File: src/rtl/pulse_hs_pkg.sv
// pulse_hs_pkg: shared types and default parameters for the pulse handshake source.
//   hs_state_e    - per-channel handshake FSM state (2 bits)
//   DefNumCh      - default channel count
//   DefCntW       - default pending-counter width
//   DefSyncStages - default ack synchroniser depth
package pulse_hs_pkg;

  typedef enum logic [1:0] {
    StIdle    = 2'd0,
    StReq     = 2'd1,
    StWaitLow = 2'd2
  } hs_state_e;

  localparam int unsigned DefNumCh      = 4;
  localparam int unsigned DefCntW       = 4;
  localparam int unsigned DefSyncStages = 2;

endpackage

File: src/rtl/pulse_hs_ch.sv
// pulse_hs_ch: one channel of the four-phase pulse transfer source.
//   clka      - clock
//   rst       - synchronous active-high reset
//   pulse_i   - event input, one event per high cycle
//   ack_s_i   - synchronised acknowledge from the far side
//   ovf_clr_i - clears the sticky overflow flag
//   req_o     - request level (registered)
//   busy_o    - high while the FSM is not idle (registered)
//   pend_o    - events waiting for a handshake
//   ovf_o     - sticky flag, set when an event is lost to saturation
module pulse_hs_ch
  import pulse_hs_pkg::*;
#(
  parameter int unsigned CNT_W = 4
) (
  input  logic             clka,
  input  logic             rst,
  input  logic             pulse_i,
  input  logic             ack_s_i,
  input  logic             ovf_clr_i,
  output logic             req_o,
  output logic             busy_o,
  output logic [CNT_W-1:0] pend_o,
  output logic             ovf_o
);

  localparam logic [CNT_W-1:0] PendMax = {CNT_W{1'b1}};
  localparam logic [CNT_W-1:0] PendOne = CNT_W'(1);

  hs_state_e        state_q;
  logic             req_q, busy_q, ovf_q;
  logic [CNT_W-1:0] pend_q, pend_d;
  logic             launch_ok, launch, ovf_set;

  // A new request may go out whenever there is work and the far side has released ack.
  assign launch_ok = (pulse_i | (|pend_q)) & ~ack_s_i;
  assign launch    = launch_ok & (state_q != StReq);

  always_comb begin
    pend_d  = pend_q;
    ovf_set = 1'b0;
    if (launch) begin
      // Without a same-cycle pulse the launch must have come from the backlog.
      // With a pulse, that pulse either feeds the launch or replaces the one taken.
      if (!pulse_i) begin
        pend_d = pend_q - PendOne;
      end
    end else if (pulse_i) begin
      if (pend_q == PendMax) begin
        ovf_set = 1'b1;
      end else begin
        pend_d = pend_q + PendOne;
      end
    end
  end

  always_ff @(posedge clka) begin
    if (rst) begin
      state_q <= StIdle;
      req_q   <= 1'b0;
      busy_q  <= 1'b0;
      pend_q  <= '0;
      ovf_q   <= 1'b0;
    end else begin
      pend_q <= pend_d;
      // A fresh overflow beats a same-cycle clear.
      ovf_q  <= ovf_set | (ovf_q & ~ovf_clr_i);
      unique case (state_q)
        StIdle: begin
          if (launch) begin
            state_q <= StReq;
            req_q   <= 1'b1;
            busy_q  <= 1'b1;
          end
        end
        StReq: begin
          if (ack_s_i) begin
            state_q <= StWaitLow;
            req_q   <= 1'b0;
          end
        end
        StWaitLow: begin
          if (launch) begin
            state_q <= StReq;
            req_q   <= 1'b1;
          end else if (!ack_s_i) begin
            state_q <= StIdle;
            busy_q  <= 1'b0;
          end
        end
        default: begin
          state_q <= StIdle;
          req_q   <= 1'b0;
          busy_q  <= 1'b0;
        end
      endcase
    end
  end

  assign req_o  = req_q;
  assign busy_o = busy_q;
  assign pend_o = pend_q;
  assign ovf_o  = ovf_q;

endmodule

File: src/rtl/sync_bit.sv
// sync_bit: single-bit multi-flop synchroniser into the clka domain.
//   clka - clock
//   rst  - synchronous active-high reset (clears every stage)
//   d_i  - asynchronous input bit
//   q_o  - synchronised output, SYNC_STAGES edges after d_i
module sync_bit #(
  parameter int unsigned SYNC_STAGES = 2
) (
  input  logic clka,
  input  logic rst,
  input  logic d_i,
  output logic q_o
);

  logic [SYNC_STAGES-1:0] sync_q;

  always_ff @(posedge clka) begin
    if (rst) begin
      sync_q <= '0;
    end else begin
      sync_q <= {sync_q[SYNC_STAGES-2:0], d_i};
    end
  end

  assign q_o = sync_q[SYNC_STAGES-1];

endmodule

File: src/rtl/pulse_hs_src.sv
// pulse_hs_src: multi-channel source side of a four-phase req/ack pulse transfer link.
//   clka      - clock
//   rst       - synchronous active-high reset
//   pulse_i   - per-channel event pulses
//   ack_i     - per-channel acknowledge, asynchronous to clka
//   ovf_clr_i - clears all overflow flags
//   req_o     - per-channel request level
//   busy_o    - per-channel handshake-in-progress
//   pend_o    - per-channel pending counts, channel k at [k*CNT_W +: CNT_W]
//   ovf_o     - per-channel sticky overflow
module pulse_hs_src
  import pulse_hs_pkg::*;
#(
  parameter int unsigned NUM_CH      = DefNumCh,
  parameter int unsigned CNT_W       = DefCntW,
  parameter int unsigned SYNC_STAGES = DefSyncStages
) (
  input  logic                    clka,
  input  logic                    rst,
  input  logic [NUM_CH-1:0]       pulse_i,
  input  logic [NUM_CH-1:0]       ack_i,
  input  logic                    ovf_clr_i,
  output logic [NUM_CH-1:0]       req_o,
  output logic [NUM_CH-1:0]       busy_o,
  output logic [NUM_CH*CNT_W-1:0] pend_o,
  output logic [NUM_CH-1:0]       ovf_o
);

  logic [NUM_CH-1:0] ack_s;

  for (genvar k = 0; k < NUM_CH; k++) begin : g_ch
    sync_bit #(
      .SYNC_STAGES(SYNC_STAGES)
    ) u_sync (
      .clka(clka),
      .rst (rst),
      .d_i (ack_i[k]),
      .q_o (ack_s[k])
    );

    pulse_hs_ch #(
      .CNT_W(CNT_W)
    ) u_ch (
      .clka     (clka),
      .rst      (rst),
      .pulse_i  (pulse_i[k]),
      .ack_s_i  (ack_s[k]),
      .ovf_clr_i(ovf_clr_i),
      .req_o    (req_o[k]),
      .busy_o   (busy_o[k]),
      .pend_o   (pend_o[k*CNT_W +: CNT_W]),
      .ovf_o    (ovf_o[k])
    );
  end

endmodule

File: config.mk
export PLATFORM = sky130hd
export DESIGN_NAME = pulse_hs_src
export DESIGN_NICKNAME = d
export VERILOG_FILES = /design/src/rtl/pulse_hs_pkg.sv /design/src/rtl/pulse_hs_ch.sv /design/src/rtl/sync_bit.sv /design/src/rtl/pulse_hs_src.sv
export SDC_FILE = /design/constraint.sdc
export NUM_CORES = 1
export LEC_CHECK = 0
export CELL_PAD_IN_SITES_DETAIL_PLACEMENT = 0
export CELL_PAD_IN_SITES_GLOBAL_PLACEMENT = 1
export CORE_MARGIN = 1.5
export CORE_UTILIZATION = 39
export CTS_BUF_LIST = sky130_fd_sc_hd__clkbuf_16
export CTS_CLUSTER_DIAMETER = 50
export CTS_CLUSTER_SIZE = 14
export DETAILED_ROUTE_END_ITERATION = 8
export PLACE_DENSITY_LB_ADDON = 0.1
export SLEW_MARGIN = 20
export SYNTH_ARGS = -nofsm -noshare
export SYNTH_HDL_FRONTEND = slang
export SYNTH_SLANG_ARGS = --single-unit
File: constraint.sdc
create_clock -name clka -period 3.4 [get_ports clka]
set_clock_uncertainty 0.05 [all_clocks]
set_input_delay 0.51 -clock clka [delete_from_list [all_inputs] [get_ports clka]]
set_output_delay 0.51 -clock clka [all_outputs]
set_load 0.02 [all_outputs]
### After elaboration in Yosys (flattened, before gate mapping)

Cells that the tools add are included.

| storage, ports and cells | value |
|---|---|
| logic and storage cells | 213 |
| input bits | 11 |
| flip-flop bits (word level) | 44 |

| operators by class | value |
|---|---|
| bitwise gates (word level) | 29 |
| reduce and logical (&&, ||, !) cells | 32 |
| $add $sub $neg | 8 |
| muxes and demuxes | 72 |
| equal/unequal tests | 48 |

Operator list:

| operator | number |
|---|---|
| $mux W4 | 16 |
| $mux W2 | 16 |
| $ne A2 B1 Y1 const B | 16 |
| $ne A2 B2 Y1 const B | 16 |
| $mux W1 | 28 |
| $pmux W2 S3 | 4 |
| $reduce_and A3 Y1 | 8 |
| $add A4 B1 Y4 const B | 4 |
| $eq A4 B4 Y1 const B | 4 |
| $reduce_and A4 Y1 | 4 |
| $reduce_or A4 Y1 | 4 |
| $sub A4 B1 Y4 const B | 4 |
| $and A1 B1 Y1 | 12 |
| $ne A3 B2 Y1 const B | 4 |
| $pmux W1 S3 | 4 |
| $not A1 Y1 | 9 |
| $eq A2 B1 Y1 const B | 4 |
| $eq A2 B2 Y1 const B | 4 |
| $logic_not A2 Y1 | 4 |
| $or A1 B1 Y1 | 8 |
| $pmux W1 S2 | 4 |
| $reduce_and A2 Y1 | 4 |
| $reduce_bool A2 Y1 | 4 |
| $reduce_or A2 Y1 | 4 |

### Longest topological paths before layout

Gate-level depths: netlist of run 1.

| logic depth | value |
|---|---|
| depth after elaboration | 6 |
| depth in mapped cells | 10 |
| gate-level depth less buffers | 9 |

### Modules after synthesis

From an unflattened synthesis of run 1, not the netlist that was laid out.

| unflattened totals | value |
|---|---|
| cells, all modules | 244 |
| area, all modules | 2,304.7 µm² |

Modules (own cells, without submodules):

| module | area an instance (µm²) | cells an instance | sequential area each (µm²) | instances |
|---|---|---|---|---|
| pulse_hs_ch (g_ch[2].u_ch ...) | 499.2 | 54 | 180.2 | 2 |
| pulse_hs_ch (g_ch[0].u_ch) | 565.5 | 63 | 180.2 | 1 |
| pulse_hs_ch (g_ch[1].u_ch) | 530.5 | 57 | 180.2 | 1 |
| sync_bit | 52.6 | 4 | 40.0 | 4 |

### Least setup slack after synthesis of run 1

OpenSTA, ideal clock, no wires.

| timing | value |
|---|---|
| path type | input -> register |
| from | in pulse_i[2] |
| to | reg g_ch[2].u_ch.pend_q[2] |
| setup time | 123 ps |
| slack | 815 ps |
| required time | 3,227 ps |
| arrival | 2,412 ps |
| stages on the path | 8 |
| cell sequence | or3_1 nor3_2 nor3_1 a21o_2 ha_1 or4_1 a21boi_1 mux2_1 |

| on the way | value |
|---|---|
| word-level cells in the longest chain between the ends | 5 |

RTL lines:

| element | RTL line | RTL |
|---|---|---|
| start: declaration | pulse_hs_src.sv:20 | `input logic [NUM_CH-1:0] pulse_i,` |
| $or A1 B1 Y1 | pulse_hs_ch.sv:36 | `assign launch_ok = (pulse_i \| (\|pend_q)) & ~ack_s_i;` |
| $and A1 B1 Y1 | pulse_hs_ch.sv:36 |  |
| $and A1 B1 Y1 | pulse_hs_ch.sv:37 | `assign launch = launch_ok & (state_q != StReq);` |
| $ne A2 B1 Y1 (no source line) (tied with other cells) | -- |  |
| $reduce_and A3 Y1 (no source line) | -- |  |
| end signal: assignment | pulse_hs_ch.sv:65 | `pend_q <= pend_d;` |
| end: declaration | pulse_hs_ch.sv:32 | `logic [CNT_W-1:0] pend_q, pend_d;` |

Parallel ways exist; a longest one is shown, timed or not.
A chain may end at the register's enable or synchronous reset.

### Worst setup path after layout of run 1

Same ends and word-level chain as after synthesis.

==> flow_summary.json, run 1 <==
{
  "outcome": "finished clean",
  "post_drt_wl_per_cell_um": 11.97,
  "worst_hold_path_type": "flip-flop to flip-flop",
  "synthDominantCellAreaShare_pct": 40.84,
  "critical_path.startpoint_type": "input pin",
  "detailedRoute.firstIterationViolations": 60,
  "critPathRequiredTime_ns": 3.51,
  "cell_internal_pwr_mw": 1.242,
  "final.min_clock_period_ns": 2.924,
  "synthMostInstantiatedCell": "dfxtp_1",
  "detail_route.vias_per_cell": 5.067,
  "comb_power_share_pct": 37.7,
  "grt_max_degree": 46,
  "fill_cells": 516,
  "grt_remaining_overflow": 0,
  "critical_path_peak_fanout": 5,
  "pwr_density_cell_mw_per_mm2": 717.4,
  "total_number_of_nets_in_the_final_design": 286,
  "max_freq_mhz": 342.0,
  "leading_cell_types_by_total_area_after_synthesis": "dfxtp_1, nor2_1, buf_4",
  "power_frac_seq_pct": 38.9,
  "first_global_vias": 1637,
  "synth.yosys.warnings": 0,
  "clock_tree_from_tritoncts": "built",
  "drtPass1Iterations": 4,
  "postPlaceCellArea_sq_mm": 0.002511,
  "synth_sequential_area_ratio_pct": 40.84,
  "swShare_pct": 34.60,
  "hpwl_reported_at_the_end_of_detailed_placement_um": 2825,
  "clock_latency_ns": 0.27,
  "syn_to_final_growth_pct": 22.74,
  "chip_width_um": 77.37,
  "path_clk_slew_ns": 0.06,
  "placementRows": 26,
  "cts_resized": 0,
  "antenna_cells_inserted": 0,
  "clock_path_buffers": 2,
  "cts-root-buf": "clkbuf_16",
  "hold_endpoint": "g_ch[3].u_sync.sync_q[1]$_SDFF_PP0_",
  "fp.dieArea_sq_mm": 0.005986,
  "crit_slowest_cell": "or4_1",
  "grtUsageTotal_pct": 14.45,
  "timing.reg2reg.worst_path_depth": 8,
  "postSynthAreaPerCell_sq_um": 8.804,
  "design_power_total_mw": 1.899,
  "relative_contribution_of_the_clock_network_to_total_power_pct": 23.3,
  "number_of_antenna_violations_at_the_first_check_in_global_routing": 0,
  "synth_seq_cells": 44,
  "worstMarginPinSlew_ns": 0.4746,
  "cp_slowest_stage_delay_ns": 0.51,
  "place.port_buffers": 38,
  "clkSinkCount": 44,
  "hold_viol_final": 0,
  "hold_path_startpoint": "g_ch[3].u_sync.sync_q[0]$_SDFF_PP0_",
  "htree_levels": 2,
  "synth.lib_cells_used.distinct": 53,
  "power.net_switching_mw": 0.6572,
  "max_cap_viol_count": 0,
  "synthFlopType": "dfxtp_1",
  "ys_async_sr_fraction_pct": 0,
  "vias": 1733,
  "leading_cell_types_by_count_after_synthesis": "dfxtp_1, nor2_1, a21oi_1, o21ai_0, buf_4",
  "worstReg2RegStart": "g_ch[2].u_ch.pend_o[1]$_SDFFE_PP0P_",
  "finalMaxSlewViolations": 0,
  "gpl.final_weighted_congestion": 0.7476,
  "cts_post_setup_buffers_inserted": 0,
  "drive_gt1_share_pct": 6.618,
  "reg2reg_to": "g_ch[2].u_ch.pend_o[2]$_SDFFE_PP0P_",
  "critical_path.cell_chain": "clkdlybuf4s50_1, or3_1, nor3_2, nor3_1, a21o_2, ha_1, or4_1, a21boi_1, mux2_1",
  "first_pass_grt_wire_length_um": 7086,
  "cts_hold_buf": 0,
  "worst-setup-path-type": "input pin to flip-flop",
  "cts_buffers": 5,
  "slew_headroom_pct": 68.12,
  "rsz_0062_raised_after_global_routing": "false",
  "postRouteAntennaNets": 0,
  "synth_fp_nets": 260,
  "timing.critical_path.to_type": "flip-flop",
  "floorplan.initialDensity_pct": 41.44,
  "finalCritPeriodShare_pct": 86.01,
  "die_h_um": 77.37,
  "crit_arrival_ns": 3.04,
  "pin_count": 39,
  "remaining_drc_errors": 0,
  "synth.cell_area_sq_mm": 0.002157,
  "postLayoutCellArea_sq_mm": 0.002648,
  "min_path_cells": 1,
  "final_core_utilization_pct": 50.87,
  "setup-tns-final_ns": 0,
  "power.ir.vdd_worst_uv": 295.3,
  "number_of_enable_flip_flop_cells_after_synthesis": 0,
  "fp.coreArea_sq_mm": 0.005205,
  "static-leakage-power_nw": 1.007,
  "netlist_instances": 245,
  "r2r_setup_slack_ns": 0.74,
  "synth.largest_area_cell": "dfxtp_1",
  "route.final.wire_length_um": 4094,
  "finalSetupViolations": 0
}
[stage by stage]
stage          hold slack, ns  setup slack (ns)  std cells
3_5_place_dp           0.3718            0.1953        334
6_report               0.3856            0.4757        342
2_1_floorplan          0.3638            0.8145        245
4_1_cts                0.3856            0.4777        342
5_1_grt                0.4132            0.3414        342
3_3_place_gp           0.3684            0.2608        334
[kinds of logic after synthesis]
group	after synthesis	synth area share (%)
and+or+nand+nor	95	24.13
AOI/OAI and AO/OA	58	18.27
DFF	44	40.84
buffers and inverters	26	6.671
xor gates and xnor gates	11	4.467
muxes	7	3.306
adders and majority gates	4	2.320
[worst max-delay path: cells and delay by family]
kind | cells | cell delay [ns]
fa+ha+maj | 1 | 0.18
simple gates | 4 | 1.21
compound gates | 2 | 0.34
mux | 1 | 0.33
buf+inv | 1 | 0.47
[layer usage]
| metal | part of all wire [%] | track usage (%) |
|---|---|---|
| met5 | 0 | 0 |
| met4 | 0.68 | 5.455 |
| met3 | 2.7 | 3.176 |
| met2 | 47 | 24.30 |
| met1 | 49 | 18.03 |
[power by group through the flow]
stage | sequential [mW] | combinational, mW | clock, mW
after CTS | 0.740 | 0.724 | 0.462
after floorplan | 0.773 | 0.491 | 0
final | 0.739 | 0.717 | 0.443
after global placement | 0.755 | 0.718 | 0
after detailed placement | 0.752 | 0.719 | 0
after global routing | 0.764 | 0.794 | 0.483
[worst max path at each step]
stage                from  cells past startpoint                             endpoint  slack (ns)
2_1_floorplan  pulse_i[2]                      8  g_ch[2].u_ch.pend_o[2]$_SDFFE_PP0P_        0.81
3_3_place_gp   pulse_i[2]                      9  g_ch[2].u_ch.pend_o[2]$_SDFFE_PP0P_        0.26
3_5_place_dp   pulse_i[2]                      9  g_ch[2].u_ch.pend_o[2]$_SDFFE_PP0P_        0.20
4_1_cts        pulse_i[2]                      9  g_ch[2].u_ch.pend_o[2]$_SDFFE_PP0P_        0.48
5_1_grt        pulse_i[2]                      9  g_ch[2].u_ch.pend_o[2]$_SDFFE_PP0P_        0.34
6_report       pulse_i[2]                      9  g_ch[2].u_ch.pend_o[2]$_SDFFE_PP0P_        0.48
[cell usage in the layout (no fill, tap or decap), drive strengths merged, types with 5 or more instances in the layout]
cell type,instances
a21oi,14
clkbuf,5
clkdlybuf4s50,38
dfxtp,44
inv,8
mux2i,6
nand2,10
nor2,30
nor2b,12
nor3,8
nor3b,6
o21ai,14
or3,5
xnor2,9
[registers in the layout, summed over array words and instances (netlist names)]
register and cells:
g_ch.u_ch.busy_o 4, g_ch.u_ch.pend_o 16, g_ch.u_sync.sync_q 8, g_ch.u_ch.state_q 8
g_ch.u_ch.ovf_o 4, g_ch.u_ch.req_o 4
[area by class of cell]
| type | count | area (sq um) | share of cell area [%] |
|---|---|---|---|
| tap | 70 | 87.58 | 3.308 |
| sequential | 44 | 880.8 | 33.27 |
| multi-input combinational | 175 | 1132 | 42.77 |
| timing repair buffer | 39 | 387.9 | 14.65 |
| inverter | 6 | 22.52 | 0.8507 |
| clock inverter | 3 | 11.26 | 0.4253 |
| clock buffer | 5 | 125.1 | 4.726 |
Note: power is estimated with default switching activity, not from simulation.
==> inputs of run 2 (changes only) <==
CORE_UTILIZATION = 30   (was 39)
DONT_BUFFER_PORTS = 1   (was not set)
==> run 2 against run 1 <==
Net effect: maximum frequency grew 7.5%; count of clock-buffer cells in the layout is the same; sequential power grew 14%; global-route usage shrank 2.6 points; die area grew 29%; design area shrank 13%; critical endpoint unchanged; largest cell class unchanged; highest routed layer unchanged.
==> flow_summary.json, run 2 (synthesized netlist as in run 1, its figures left out) <==
{
  "post_drt_wl_per_cell_um": 13.00,
  "grt_remaining_overflow": 0,
  "vias": 1583,
  "first_global_vias": 1498,
  "largest_register_ffs": 16,
  "gpl.final_weighted_congestion": 0.7106,
  "setup-tns-final_ns": 0,
  "mostFrequentLayoutCells": "dfxtp_1, nor2_1, o21ai_0, a21oi_1, nor2b_1",
  "place.port_buffers": 0,
  "drtPass1Iterations": 4,
  "worstMarginPinSlew_ns": 0.5039,
  "die_h_um": 87.80,
  "dp_worst_setup_slack_ns": 0.6671,
  "path_clk_slew_ns": 0.06,
  "final.setup.worst_slack_ns": 0.6807,
  "max_cap_viol_count": 0,
  "worst_hold_path_type": "input pin to flip-flop",
  "cts_resized": 0,
  "antenna_cells_inserted": 0,
  "finalMaxSlewViolations": 0,
  "static-leakage-power_nw": 0.8639,
  "syn_to_final_growth_pct": 6.265,
  "finalSetupViolations": 0,
  "chip_width_um": 87.80,
  "detailedRoute.firstIterationViolations": 41,
  "clkSinkCount": 44,
  "floorplan.initialDensity_pct": 31.40,
  "drive_gt1_share_pct": 7.296,
  "total_number_of_nets_in_the_final_design": 247,
  "worst-setup-path-type": "flip-flop to flip-flop",
  "postRouteAntennaNets": 0,
  "clock_latency_ns": 0.28,
  "cts_hold_buf": 0,
  "cts_post_setup_buffers_inserted": 0,
  "critical_path_peak_fanout": 9,
  "critical_path.startpoint_type": "flip-flop",
  "outcome": "finished clean",
  "clock_path_buffers": 2,
  "pwr_density_cell_mw_per_mm2": 762.6,
  "slew_headroom_pct": 66.36,
  "power.ir.vdd_worst_uv": 248.3,
  "first_pass_grt_wire_length_um": 7217,
  "rsz_0062_raised_after_global_routing": "false",
  "crit_arrival_ns": 2.84,
  "grtUsageTotal_pct": 11.82,
  "critPathRequiredTime_ns": 3.52,
  "grt_max_degree": 49,
  "pin_count": 39,
  "clock_tree_from_tritoncts": "built",
  "number_of_antenna_violations_at_the_first_check_in_global_routing": 0,
  "remaining_drc_errors": 0,
  "finalCritPeriodShare_pct": 79.98,
  "fp.dieArea_sq_mm": 0.007708,
  "max_freq_mhz": 367.7,
  "final_common_cell": "dfxtp_1",
  "final.min_clock_period_ns": 2.719,
  "route.final.wire_length_um": 4276,
  "cts-root-buf": "clkbuf_16",
  "hpwl_reported_at_the_end_of_detailed_placement_um": 2905,
  "cts_buffers": 5,
  "detail_route.vias_per_cell": 4.812,
  "htree_levels": 2,
  "fill_cells": 735,
  "timing.critical_path.to_type": "flip-flop",
  "placementRows": 30,
  "hold_viol_final": 0,
  "fp.coreArea_sq_mm": 0.006869
}
==> run 2: cell count changes in the layout (fill, tap and decap cells not counted), sizes merged <==
cell / previous run / this run
buf: 1 / 0
clkdlybuf4s50: 38 / 0
==> run 2: final cells by class <==
cell class / count / area, sq um / area share, %
Clock inverter: 3 / 11.26 / 0.4913
Sequential cell: 44 / 880.8 / 38.43
Clock buffer: 5 / 125.1 / 5.459
Inverter: 6 / 22.52 / 0.9825
Tap cell: 96 / 120.1 / 5.240
Multi-Input combinational cell: 175 / 1132 / 49.40
==> run 2: worst paths after layout <==
kind | to | slack [ns] | startpoint | cells past startpoint
max | g_ch[2].u_ch.pend_o[2]$_SDFFE_PP0P_ | 0.68 | g_ch[2].u_ch.pend_o[1]$_SDFFE_PP0P_ | 8
min | g_ch[2].u_sync.sync_q[0]$_SDFF_PP0_ | 0.24 | rst | 1
max reg2reg | g_ch[2].u_ch.pend_o[2]$_SDFFE_PP0P_ | 0.68 | g_ch[2].u_ch.pend_o[1]$_SDFFE_PP0P_ | 8
min reg2reg | g_ch[3].u_sync.sync_q[1]$_SDFF_PP0_ | 0.38 | g_ch[3].u_sync.sync_q[0]$_SDFF_PP0_ | 1
==> run 2: where the power goes <==
group / switching (mW) / leakage, nW / internal (mW)
Combinational: 0.216 / 0.428 / 0.238
Sequential: 0.235 / 0.362 / 0.610
Clock: 0.185 / 0.0738 / 0.264
==> run 2: per-stage QoR <==
step | util [%] | instance area [sq um] | hold slack [ns] | total power, mW | instances
final | 33.37 | 2292 | 0.2437 | 1.748 | 329
after CTS | 33.37 | 2292 | 0.2349 | 1.781 | 329
after floorplan | - | 2157 | 0.3638 | 1.264 | 245
after global routing | 33.37 | 2292 | 0.2324 | 1.889 | 329
after detailed placement | 31.38 | 2156 | 0.3747 | 1.314 | 321
after global placement | 31.38 | 2156 | 0.3673 | 1.323 | 321
==> run 2: worst max-delay path, cell delays in order (launching register included) <==
cell and delay, ns:
dfxtp_1 0.43, or3_1 0.46, nor3_2 0.24, nor3_1 0.08, a21o_2 0.20, ha_1 0.18, or4_1 0.50, a21boi_1 0.15
mux2_1 0.33
==> run 2: layer usage <==
metal	part of all wire, %	up-vias	global-route usage [%]
li1	-	835	-
met1	48	720	14.50
met2	47	21	19.43
met3	3.6	7	3.110
met4	1.6	0	5.195
met5	0	-	0
